[config.mk]
export PLATFORM = sky130hd
export DESIGN_NAME = chu_als_sampler_core
export DESIGN_NICKNAME = d
export VERILOG_FILES = /design/src/rtl/chu_als_sampler_core.sv
export SDC_FILE = /design/constraint.sdc
export NUM_CORES = 1
export LEC_CHECK = 0
export BUFFER_PORTS_ARGS = -buffer_cell sky130_fd_sc_hd__buf_2
export CORE_UTILIZATION = 63
export CTS_CLUSTER_SIZE = 25
export DETAILED_ROUTE_END_ITERATION = 12
export GPL_TIMING_DRIVEN = 0
export PLACE_DENSITY = 0.85
export REMOVE_ABC_BUFFERS = 1
export SETUP_SLACK_MARGIN = 0.1
export SLEW_MARGIN = 30
export SYNTH_ARGS = -nofsm -noshare
export SYNTH_HDL_FRONTEND = slang
export SYNTH_SLANG_ARGS = --single-unit
[constraint.sdc]
create_clock -name clk -period 7.3 [get_ports clk]
set_input_delay 0.365 -clock clk [delete_from_list [all_inputs] [get_ports clk]]
set_output_delay 0.365 -clock clk [all_outputs]
set_load 0.02 [all_outputs]
[src/rtl/chu_als_sampler_core.sv]
// chu_als_sampler_core
// FPro slot core that periodically (or on demand) reads an 8-bit light
// sample from a PMOD ALS ADC over a 3-wire SPI link. It keeps the last
// sample with a new-sample flag and a running block average.
//
// Frame timing, in system clocks (D = CLK_DIV):
//   SETUP : D clocks with cs_n low and sclk high
//   SHIFT : 16 sclk periods (D low, D high), then one extra D-clock
//           high half-period so cs_n stays low after the last rising edge
//   HOLD  : D clocks with cs_n high
// cs_n is therefore low for 34*D clocks per frame.
module chu_als_sampler_core #(
    parameter int CLK_DIV = 13,
    parameter int AVG_LOG = 2
) (
    input  logic        clk,
    input  logic        reset,
    input  logic        cs,
    input  logic        read,
    input  logic        write,
    input  logic [4:0]  addr,
    input  logic [31:0] wr_data,
    output logic [31:0] rd_data,
    output logic        als_sclk,
    output logic        als_cs_n,
    input  logic        als_miso
);

    localparam int              ACC_W      = 8 + AVG_LOG;
    localparam int              CNT_W      = AVG_LOG + 1;
    localparam logic [7:0]      DIV_LAST   = 8'(CLK_DIV - 1);
    localparam logic [5:0]      HP_LAST    = 6'd32;
    localparam logic [23:0]     PERIOD_RST = 24'd100000;
    localparam logic [23:0]     PERIOD_MIN = 24'd64;
    localparam logic [CNT_W-1:0] WIN_LAST  = CNT_W'((1 << AVG_LOG) - 1);

    typedef enum logic [2:0] {
        ST_IDLE,
        ST_WAIT,
        ST_SETUP,
        ST_SHIFT,
        ST_HOLD
    } state_t;

    // sequencer state
    state_t      state_reg, state_next;
    logic [7:0]  div_reg, div_next;
    logic [5:0]  hp_reg, hp_next;       // half-period index inside SHIFT
    logic [15:0] shift_reg;
    logic [23:0] period_cnt_reg;
    logic        als_cs_n_reg, als_sclk_reg;

    // software-visible state
    logic        enable_reg;
    logic [23:0] period_reg;
    logic [7:0]  sample_reg;
    logic        flag_reg;
    logic [7:0]  avg_reg;
    logic        avg_valid_reg;
    logic [ACC_W-1:0] acc_reg;
    logic [CNT_W-1:0] acc_cnt_reg;

    // decoded strobes and helpers
    logic        wr_ctrl, wr_period, rd_status;
    logic        trig_req, en_rise;
    logic        div_end;
    logic        frame_start, sclk_rise, frame_done;
    logic        busy;
    logic        cs_n_next, sclk_next;
    logic [23:0] eff_period;
    logic [7:0]  sample_new;
    logic [ACC_W-1:0] acc_sum, acc_shift;
    logic [31:0] reg_word [4];
    logic [31:0] rd_term  [4];
    logic        unused_bits;

    assign wr_ctrl    = cs && write && (addr == 5'd2);
    assign wr_period  = cs && write && (addr == 5'd3);
    assign rd_status  = cs && read  && (addr == 5'd0);
    assign trig_req   = wr_ctrl && wr_data[1];
    assign en_rise    = wr_ctrl && wr_data[0] && !enable_reg;
    assign div_end    = (div_reg == DIV_LAST);
    assign busy       = (state_reg == ST_SETUP) || (state_reg == ST_SHIFT) ||
                        (state_reg == ST_HOLD);
    assign eff_period = (period_reg < PERIOD_MIN) ? PERIOD_MIN : period_reg;
    assign sample_new = shift_reg[11:4];
    assign acc_sum    = acc_reg + ACC_W'(sample_new);
    assign acc_shift  = acc_sum >> AVG_LOG;
    assign unused_bits = ^{wr_data[31:24], shift_reg[15:12], shift_reg[3:0], acc_shift};

    // Next-state logic: frame sequencing and conversion scheduling
    always_comb begin
        state_next  = state_reg;
        div_next    = div_reg;
        hp_next     = hp_reg;
        frame_start = 1'b0;
        sclk_rise   = 1'b0;
        frame_done  = 1'b0;
        case (state_reg)
            ST_IDLE: begin
                if (trig_req || en_rise) begin
                    state_next  = ST_SETUP;
                    div_next    = 8'd0;
                    frame_start = 1'b1;
                end
            end
            ST_WAIT: begin
                if (!enable_reg) begin
                    state_next = ST_IDLE;
                end else if (period_cnt_reg == 24'd0) begin
                    state_next  = ST_SETUP;
                    div_next    = 8'd0;
                    frame_start = 1'b1;
                end
            end
            ST_SETUP: begin
                if (div_end) begin
                    state_next = ST_SHIFT;
                    div_next   = 8'd0;
                    hp_next    = 6'd0;
                end else begin
                    div_next = div_reg + 8'd1;
                end
            end
            ST_SHIFT: begin
                if (div_end) begin
                    div_next = 8'd0;
                    if (hp_reg == HP_LAST) begin
                        state_next = ST_HOLD;
                        frame_done = 1'b1;
                    end else begin
                        hp_next   = hp_reg + 6'd1;
                        // leaving a low half-period means sclk rises now
                        sclk_rise = !hp_reg[0];
                    end
                end else begin
                    div_next = div_reg + 8'd1;
                end
            end
            ST_HOLD: begin
                if (div_end) begin
                    state_next = enable_reg ? ST_WAIT : ST_IDLE;
                    div_next   = 8'd0;
                end else begin
                    div_next = div_reg + 8'd1;
                end
            end
            default: begin
                state_next = ST_IDLE;
            end
        endcase
    end

    // SPI pins are registered from the next state so they change cleanly
    assign cs_n_next = !((state_next == ST_SETUP) || (state_next == ST_SHIFT));
    assign sclk_next = !((state_next == ST_SHIFT) && !hp_next[0] && (hp_next != HP_LAST));

    // State, divider and SPI pin registers
    always_ff @(posedge clk) begin
        if (!reset) begin
            state_reg    <= ST_IDLE;
            div_reg      <= 8'd0;
            hp_reg       <= 6'd0;
            als_cs_n_reg <= 1'b1;
            als_sclk_reg <= 1'b1;
        end else begin
            state_reg    <= state_next;
            div_reg      <= div_next;
            hp_reg       <= hp_next;
            als_cs_n_reg <= cs_n_next;
            als_sclk_reg <= sclk_next;
        end
    end

    assign als_cs_n = als_cs_n_reg;
    assign als_sclk = als_sclk_reg;

    // Capture MISO MSB-first on the clock where sclk rises
    always_ff @(posedge clk) begin
        if (!reset) begin
            shift_reg <= 16'd0;
        end else if (sclk_rise) begin
            shift_reg <= {shift_reg[14:0], als_miso};
        end
    end

    // Start-to-start countdown; loaded at each conversion start so a new
    // PERIOD only applies from the next start
    always_ff @(posedge clk) begin
        if (!reset) begin
            period_cnt_reg <= 24'd0;
        end else if (frame_start) begin
            period_cnt_reg <= eff_period - 24'd1;
        end else if (period_cnt_reg != 24'd0) begin
            period_cnt_reg <= period_cnt_reg - 24'd1;
        end
    end

    // Control and period registers written from the slot bus
    always_ff @(posedge clk) begin
        if (!reset) begin
            enable_reg <= 1'b0;
            period_reg <= PERIOD_RST;
        end else begin
            if (wr_ctrl) begin
                enable_reg <= wr_data[0];
            end
            if (wr_period) begin
                period_reg <= wr_data[23:0];
            end
        end
    end

    // Last sample and new-sample flag; a frame end wins over a clearing read
    always_ff @(posedge clk) begin
        if (!reset) begin
            sample_reg <= 8'd0;
            flag_reg   <= 1'b0;
        end else if (frame_done) begin
            sample_reg <= sample_new;
            flag_reg   <= 1'b1;
        end else if (rd_status) begin
            flag_reg   <= 1'b0;
        end
    end

    // Block averager: the window-closing sample is folded into the result
    // and the accumulator restarts empty
    always_ff @(posedge clk) begin
        if (!reset) begin
            acc_reg       <= '0;
            acc_cnt_reg   <= '0;
            avg_reg       <= 8'd0;
            avg_valid_reg <= 1'b0;
        end else if (frame_done) begin
            if (acc_cnt_reg == WIN_LAST) begin
                avg_reg       <= acc_shift[7:0];
                avg_valid_reg <= 1'b1;
                acc_reg       <= '0;
                acc_cnt_reg   <= '0;
            end else begin
                acc_reg       <= acc_sum;
                acc_cnt_reg   <= acc_cnt_reg + CNT_W'(1);
            end
        end
    end

    // Register view; forced to reset values while reset is held
    always_comb begin
        if (!reset) begin
            reg_word[0] = 32'd0;
            reg_word[1] = 32'd0;
            reg_word[2] = 32'd0;
            reg_word[3] = {8'd0, PERIOD_RST};
        end else begin
            reg_word[0] = {22'd0, busy, flag_reg, sample_reg};
            reg_word[1] = {23'd0, avg_valid_reg, avg_reg};
            reg_word[2] = {31'd0, enable_reg};
            reg_word[3] = {8'd0, period_reg};
        end
    end

    // One-hot read select; addresses 4..31 match no term and read 0
    genvar gi;
    generate
        for (gi = 0; gi < 4; gi++) begin : g_rd_term
            assign rd_term[gi] = (addr == 5'(gi)) ? reg_word[gi] : 32'd0;
        end
    endgenerate

    // OR the selected term onto the read bus
    always_comb begin
        rd_data = 32'd0;
        for (int i = 0; i < 4; i++) begin
            rd_data = rd_data | rd_term[i];
        end
    end

endmodule

==> qor.yml, run 1 <==
status: "finished clean"
crit_fanout: 18
row_count: 35
num_vias: 5780
floorplan.initialDensity: 0.6495
synth.area.top_cells: "dfxtp_1 (37%), nand2_1 (9.9%), a21oi_1 (7.8%)"
finalPower_mw: 1.648
r2r_slack_ns: 3.39
clkTransAtPathRegs_ns: 0.11
whs_ns: 0.1873
maxCapViolCount: 0
antenna_cells: 0
synth_common_cells: "nand2_1 (157), dfxtp_1 (111), a21oi_1 (93)"
rsz0062_at_grt: "no"
die_w_um: 99.37
drt_pass1_iterations: 5
slew_headroom: 0.3686
postSynth.asyncResetShare: 0
p_sw_mw: 0.5831
core_um2: 9196
dp.cells: 927
viasPerCell: 6.123
crit_arrival_ns: 4.25
max_freq_mhz: 255.6
synth_cell_types: 67
track_usage: 0.3162
start_kind: "flop"
cts-resized-gates: 0
drive_above_1_share: 0.1104
io_buffers: 60
antenna_found_initial: 1
place_hpwl_um: 10760
busiest_layer: "met2"
ios: 77
cp_cell_sequence: "or2_0 > a2111oi_4 > a21oi_2 > nor2_2 > and3_1 > a21oi_1 > ha_1 > o2111ai_1 > and2_1 > a211oi_1 > o32a_1 > nor2_1"
setup_violations: 0
h-tree-depth: 3
slowest_delay_ns: 0.56
area_growth_pct: 8.400
drt-total-wl_um: 15070
wl_per_cell_um: 15.96
dpl_worst_slack_ns: 2.915
nets: 887
post_cts_buffers: 0
cp_num_buf_inv: 0
critical_path.top_delay_family: "simple AND/OR/NAND/NOR gates"
post_dp_cell_area_um2: 6255
cts_tree: "built"
fin_util: 0.7041
ant_nets: 0
grt_max_degree: 81
powerDensity_nw_per_um2: 254.6
fp.dieH_um: 99.37
rr_startpoint: "state_reg[0]$_SDFF_PN0_"
synth-seq-area-share: 0.3720
synth-edff-count: 0
detail_route.iter0.violations: 411
grt_pass1_vias: 5365
synth_top_area_frac: 0.3720
worst_pin_slew_ns: 0.9436
cts_root_buf: "clkbuf_8"
grt_pass1_wl_um: 24960
path_class: "flop to flop"
use_met1: 0.3712
fin_crit_ns: 3.912
synth.most_common_cell: "nand2_1"
peakVddDrop_uv: 134.8
fin_ws_ns: 3.388
hp-class: "primary input to flop"
power.internal_mw: 1.065
syn_area_um2: 5973
syn_inst: 796
end_kind: "flop"
path_depth: 12
setup_tns_ns: 0
hold_buffers: 0
use_met3: 0.06606
synth_seq_cells: 111
clock-sinks: 111
fin_skew_ns: 0.01147
synthFlopType: "dfxtp_1"
final.period_utilization: 0.5359
worstReg2RegEnd: "period_cnt_reg[12]$_SDFFE_PN0P_"
p_leak_nw: 2.555
cpMaxStageDelayCell: "nor2_2"
critPathRequiredTime_ns: 7.64
finalHoldViolations: 0
p_sw_frac: 0.3537
slew_viol_final: 0
dieArea_um2: 9874
cts.path.max_buffers: 2
clkPwrFrac: 0.236
yosys.area.top_type: "dfxtp_1"
power_frac_comb: 0.325
seqPwrFrac: 0.439
drc_errors: 0
cts_buffers: 9
hp-start: "wr_data[9]"
met2_usage: 0.5550
final_cells: 944
grt_overflow_total: 0
synth.avg_cell_area_um2: 7.504
postLayoutCellArea_um2: 6475
critPathLaunch: "state_reg[0]$_SDFF_PN0_"
place.gp.congestion: 0.9615
r2r_cells: 12
ys_warn_count: 0
clk_latency_ns: 0.39
crit_end: "period_cnt_reg[12]$_SDFFE_PN0P_"
==> tightest hold or removal path, stage by stage <==
cell	delay (ns)
buf_2	0.08
nand2_1	0.04
nand3_1	0.06
==> cell families (layout without fill, tap and decap cells) <==
kind of cell             count (synthesis)  count (layout)  share of synthesized area
buffers and inverters                   65              95                    0.04671
flip-flops                             111             111                     0.3720
multiplexers                            19              19                    0.03184
other                                    1               8                  0.0006278
adder cells (fa/ha/maj)                 16              16                    0.03477
AND/OR/NAND/NOR                        380             380                     0.2941
AO/OA/AOI/OAI                          172             172                     0.1730
XOR/XNOR                                32              32                    0.04692
==> cells in the final DEF, fill, tap and decap left out, types with 3 or more instances in the layout <==
cell type	n
mux2i_1	19
nand2b_1	4
ha_1	15
or4_1	5
xnor2_1	21
and4_1	3
dfxtp_1	111
nand2_1	156
a22oi_1	5
inv_1	15
a31oi_1	4
a21o_1	4
or3_1	9
a41oi_1	3
o31ai_1	3
nor2_1	86
clkbuf_8	10
nor2b_1	4
o211ai_1	6
a211oi_1	3
conb_1	8
o21ai_0	24
o22ai_1	5
and2_1	13
nand3_1	24
buf_2	60
xor2_1	11
nor4_1	15
and3_1	14
nand4_1	4
a21oi_1	93
nor3_1	26
==> power by group through the flow <==
stage                     sequential [mW]  clock (mW)  combinational [mW]
after floorplan                     0.717           0               0.417
after global placement              0.732           0               0.505
after detailed placement            0.734           0               0.527
after CTS                           0.721       0.397               0.530
after global routing                0.728       0.414               0.599
final                               0.723       0.390               0.535
==> area by class of cell <==
| cell class | count | area [um^2] |
|---|---|---|
| clock buffer | 10 | 137.6 |
| clock inverter | 6 | 68.82 |
| fill | 759 | 2721 |
| inverter | 17 | 66.31 |
| multi-input combinational | 627 | 3515 |
| sequential | 111 | 2222 |
| tap | 111 | 138.9 |
| timing repair buffer | 62 | 326.6 |
==> how the worst min path moves through the flow <==
stage | slack (ns) | to | depth (start not counted)
global route | 0.19 | period_reg[22]$_SDFFE_PN0P_ | 3
detailed placement | 0.45 | avg_reg[7]$_SDFFE_PN0P_ | 2
global placement | 0.43 | acc_cnt_reg[2]$_SDFFE_PN0P_ | 2
floorplan | 0.42 | acc_cnt_reg[2]$_SDFFE_PN0P_ | 2
finish | 0.19 | period_reg[9]$_SDFFE_PN1P_ | 3
CTS | 0.18 | period_reg[9]$_SDFFE_PN1P_ | 3
==> metal layers <==
metal / vias to the layer above / share of wire
met5: - / 0.00093
met4: 2 / 0.027
met2: 185 / 0.50
met1: 2745 / 0.41
met3: 37 / 0.057
li1: 2811 / -
(Power assumes the default switching activity.)
==> run 2, diff against run 1 <==
--- a/config.mk
+++ b/config.mk
@@ -5,12 +5,13 @@
 export SDC_FILE = /design/constraint.sdc
 export NUM_CORES = 1
 export LEC_CHECK = 0
+export ABC_AREA = 1
 export BUFFER_PORTS_ARGS = -buffer_cell sky130_fd_sc_hd__buf_2
-export CORE_UTILIZATION = 63
+export CORE_UTILIZATION = 53
 export CTS_CLUSTER_SIZE = 25
 export DETAILED_ROUTE_END_ITERATION = 12
 export GPL_TIMING_DRIVEN = 0
-export PLACE_DENSITY = 0.85
+export PLACE_DENSITY = 0.76
 export REMOVE_ABC_BUFFERS = 1
 export SETUP_SLACK_MARGIN = 0.1
 export SLEW_MARGIN = 30
==> constraint.sdc (replaced) <==
create_clock -name clk -period 3.5 [get_ports clk]
set_input_delay 0.175 -clock clk [delete_from_list [all_inputs] [get_ports clk]]
set_output_delay 0.175 -clock clk [all_outputs]
set_load 0.02 [all_outputs]
==> run 2 against run 1 <==
Compared with the run above:
- total power grew to 2.6 times the previous value
- global-route usage decreased by 5.9 points
- highest routed layer is now met4
- largest cell class unchanged
- routed wire length is 1.5% higher
- utilization shrank 10 points
==> qor.yml, run 2 <==
nets: 1003  # was 887
ios: 77  # unchanged
io_buffers: 60  # unchanged
crit_fanout: 31  # was 18
antenna_found_initial: 0  # was 1
slew_viol_final: 0  # unchanged
drt_pass1_iterations: 5  # unchanged
synth_common_cells: "nand2_1 (162), nor2_1 (130), dfxtp_1 (111)"  # was nand2_1 (157), dfxtp_1 (111), a21oi_1 (93)
peakVddDrop_uv: 449.3  # was 134.8 uV
clock-sinks: 111  # unchanged
num_vias: 5835  # was 5780
status: "finished clean"  # unchanged
final.period_utilization: 0.8772  # was 0.5359
floorplan.initialDensity: 0.5460  # was 0.6495
cts_root_buf: "clkbuf_16"  # was clkbuf_8
synth_top_area_frac: 0.3549  # was 0.3720
cts.path.max_buffers: 2  # unchanged
fin_crit_ns: 3.070  # was 3.912 ns
drc_errors: 0  # unchanged
fin_skew_ns: 0.007498  # was 0.01147 ns
p_leak_nw: 2.991  # was 2.555 nW
detail_route.iter0.violations: 400  # was 411
hp-start: "wr_data[15]"  # was wr_data[9]
syn_area_um2: 6261  # was 5973 um^2
end_kind: "flop"  # unchanged
grt_pass1_wl_um: 25610  # was 24960 um
cp_cell_sequence: "nor2_1 > nand2_1 > nor2_2 > nand4_4 > nand2_8 > inv_2 > nand2_1 > nand2_1 > inv_2 > ha_1 > nand3_2 > nor2_1 > nand3_1 > nor2_2 > nand2_1 > nand2_1 > nand2_1 > nand2_1 > nor2_1"  # was or2_0 > a2111oi_4 > a21oi_2 > nor2_2 > and3_1 > a21oi_1 > ha_1 > o2111ai_1 > and2_1 > a211oi_1 > o32a_1 > nor2_1
min_to: "period_reg[15]$_SDFFE_PN1P_"  # was period_reg[9]$_SDFFE_PN1P_
synth.most_common_cell: "nand2_1"  # unchanged
die_w_um: 110.7  # was 99.37 um
start_kind: "flop"  # unchanged
r2r_slack_ns: 0.43  # was 3.39 ns
maxCapViolCount: 0  # unchanged
holdPathStages: 3  # unchanged
cts_buffers: 9  # unchanged
cp_num_buf_inv: 2  # was 0
ys_warn_count: 0  # unchanged
drive_above_1_share: 0.1612  # was 0.1104
crit_arrival_ns: 3.29  # was 4.25 ns
setup_violations: 0  # unchanged
drt-total-wl_um: 15300  # was 15070 um
area_growth_pct: 10.25  # was 8.400%
viasPerCell: 5.343  # was 6.123
clkTransAtPathRegs_ns: 0.08  # was 0.11 ns
clk_latency_ns: 0.36  # was 0.39 ns
cts_tree: "built"  # unchanged
powerDensity_nw_per_um2: 612.8  # was 254.6 nW/um^2
setup_tns_ns: 0  # unchanged
crit_path_frequent_cell: "nand2_1"
synth.area.top_cells: "dfxtp_1 (35%), nand2_1 (9.7%), nor2_1 (7.8%)"  # was dfxtp_1 (37%), nand2_1 (9.9%), a21oi_1 (7.8%)
synth-seq-area-share: 0.3549  # was 0.3720
h-tree-depth: 3  # unchanged
postSynth.asyncResetShare: 0  # unchanged
place_hpwl_um: 11130  # was 10760 um
rr_startpoint: "period_cnt_reg[20]$_SDFFE_PN0P_"  # was state_reg[0]$_SDFF_PN0_
synth-edff-count: 0  # unchanged
critPathRequiredTime_ns: 3.72  # was 7.64 ns
syn_inst: 904  # was 796
final_cell_mix: "nand2_1 (162), nor2_1 (129), dfxtp_1 (111)"  # was nand2_1 (156), dfxtp_1 (111), a21oi_1 (93)
grt_pass1_vias: 5388  # was 5365
final_common_cell: "nand2_1"  # unchanged
worst_pin_slew_ns: 0.8000  # was 0.9436 ns
row_count: 39  # was 35
critical_path.top_delay_family: "simple AND/OR/NAND/NOR gates"  # unchanged
wl_per_cell_um: 14.01  # was 15.96 um
ant_nets: 0  # unchanged
grt_max_degree: 75  # was 81
synthFlopType: "dfxtp_1"  # unchanged
max_freq_mhz: 325.7  # was 255.6 MHz
grt_overflow_total: 0  # unchanged
yosys.area.top_type: "dfxtp_1"  # unchanged
slowest_delay_ns: 0.44  # was 0.56 ns
slew_headroom: 0.4652  # was 0.3686
core_um2: 11470  # was 9196 um^2
antenna_cells: 0  # unchanged
rsz0062_at_grt: "no"  # unchanged
dieArea_um2: 12250  # was 9874 um^2
post_cts_buffers: 0  # unchanged
cts-resized-gates: 0  # unchanged
synth.avg_cell_area_um2: 6.926  # was 7.504 um^2
path_class: "flop to flop"  # unchanged
hp-class: "primary input to flop"  # unchanged
fp.dieH_um: 110.7  # was 99.37 um
finalPower_mw: 4.230  # was 1.648 mW
hold_buffers: 0  # unchanged
synth_cell_types: 49  # was 67
cpMaxStageDelayCell: "nand4_4"  # was nor2_2
worstReg2RegEnd: "period_cnt_reg[20]$_SDFFE_PN0P_"  # was period_cnt_reg[12]$_SDFFE_PN0P_
place.gp.congestion: 0.8701  # was 0.9615
finalHoldViolations: 0  # unchanged
synth_seq_cells: 111  # unchanged
track_usage: 0.2576  # was 0.3162
r2r_cells: 19  # was 12
[run 2: power breakdown]
group,switching (mW),internal (mW)
Sequential,0.0676,1.38
Combinational,1.08,0.547
Clock,0.513,0.646
[run 2: routing by layer]
metal,vias to the layer above,track usage,wire [um]
met5,-,0,0
met1,2667,0.3432,7104
li1,3006,-,-
met3,30,0.04702,747
met4,0,0.09956,374
met2,132,0.4137,7070
[run 2: cell families after synthesis]
group | share of synthesized area
simple gates | 0.3439
compound gates | 0.1537
buf+inv | 0.09972
flops | 0.3549
fa+ha+maj | 0.03317
xor+xnor | 0.01399
other cells | 0.0005989
[run 2: metrics by stage]
step | cells | area [um^2] | hold WS, ns | setup WS, ns | utilization
floorplan | 873 | 6068 | 0.2591 | 1.047 | -
global placement | 1076 | 6548 | 0.4020 | -0.3909 | 0.5710
detailed placement | 1076 | 6551 | 0.4037 | 0.2380 | 0.5713
CTS | 1092 | 6892 | 0.03094 | 0.3580 | 0.6010
global route | 1092 | 6903 | 0.05490 | 0.1961 | 0.6020
finish | 1092 | 6903 | 0.03716 | 0.4298 | 0.6020
[run 2: area by class of cell]
class | instances | area, um^2
clock buffers | 9 | 225.2
clock inverters | 7 | 115.1
fillers | 1086 | 4564
inverters | 108 | 406.6
multi-input cells | 654 | 3452
flip-flops and latches | 111 | 2222
well taps | 143 | 178.9
repair buffers | 60 | 302.8
[run 2: worst max-delay path by stage]
stage          slack (ns)                              end                             from  depth (start not counted)
4_1_cts              0.36  period_cnt_reg[20]$_SDFFE_PN0P_  period_cnt_reg[20]$_SDFFE_PN0P_                         19
3_5_place_dp         0.24      period_reg[11]$_SDFFE_PN0P_                          addr[3]                          7
6_report             0.43  period_cnt_reg[20]$_SDFFE_PN0P_  period_cnt_reg[20]$_SDFFE_PN0P_                         19
3_3_place_gp        -0.39                       rd_data[9]                            reset                          6
2_1_floorplan        1.05  period_cnt_reg[20]$_SDFFE_PN0P_          state_reg[1]$_SDFF_PN0_                         19
5_1_grt              0.20  period_cnt_reg[20]$_SDFFE_PN0P_   period_cnt_reg[4]$_SDFFE_PN0P_                         19
[run 2: worst min-delay path, stage by stage]
cell and delay, ns:
buf_2 0.08, nand2_1 0.04, o211ai_1 0.06
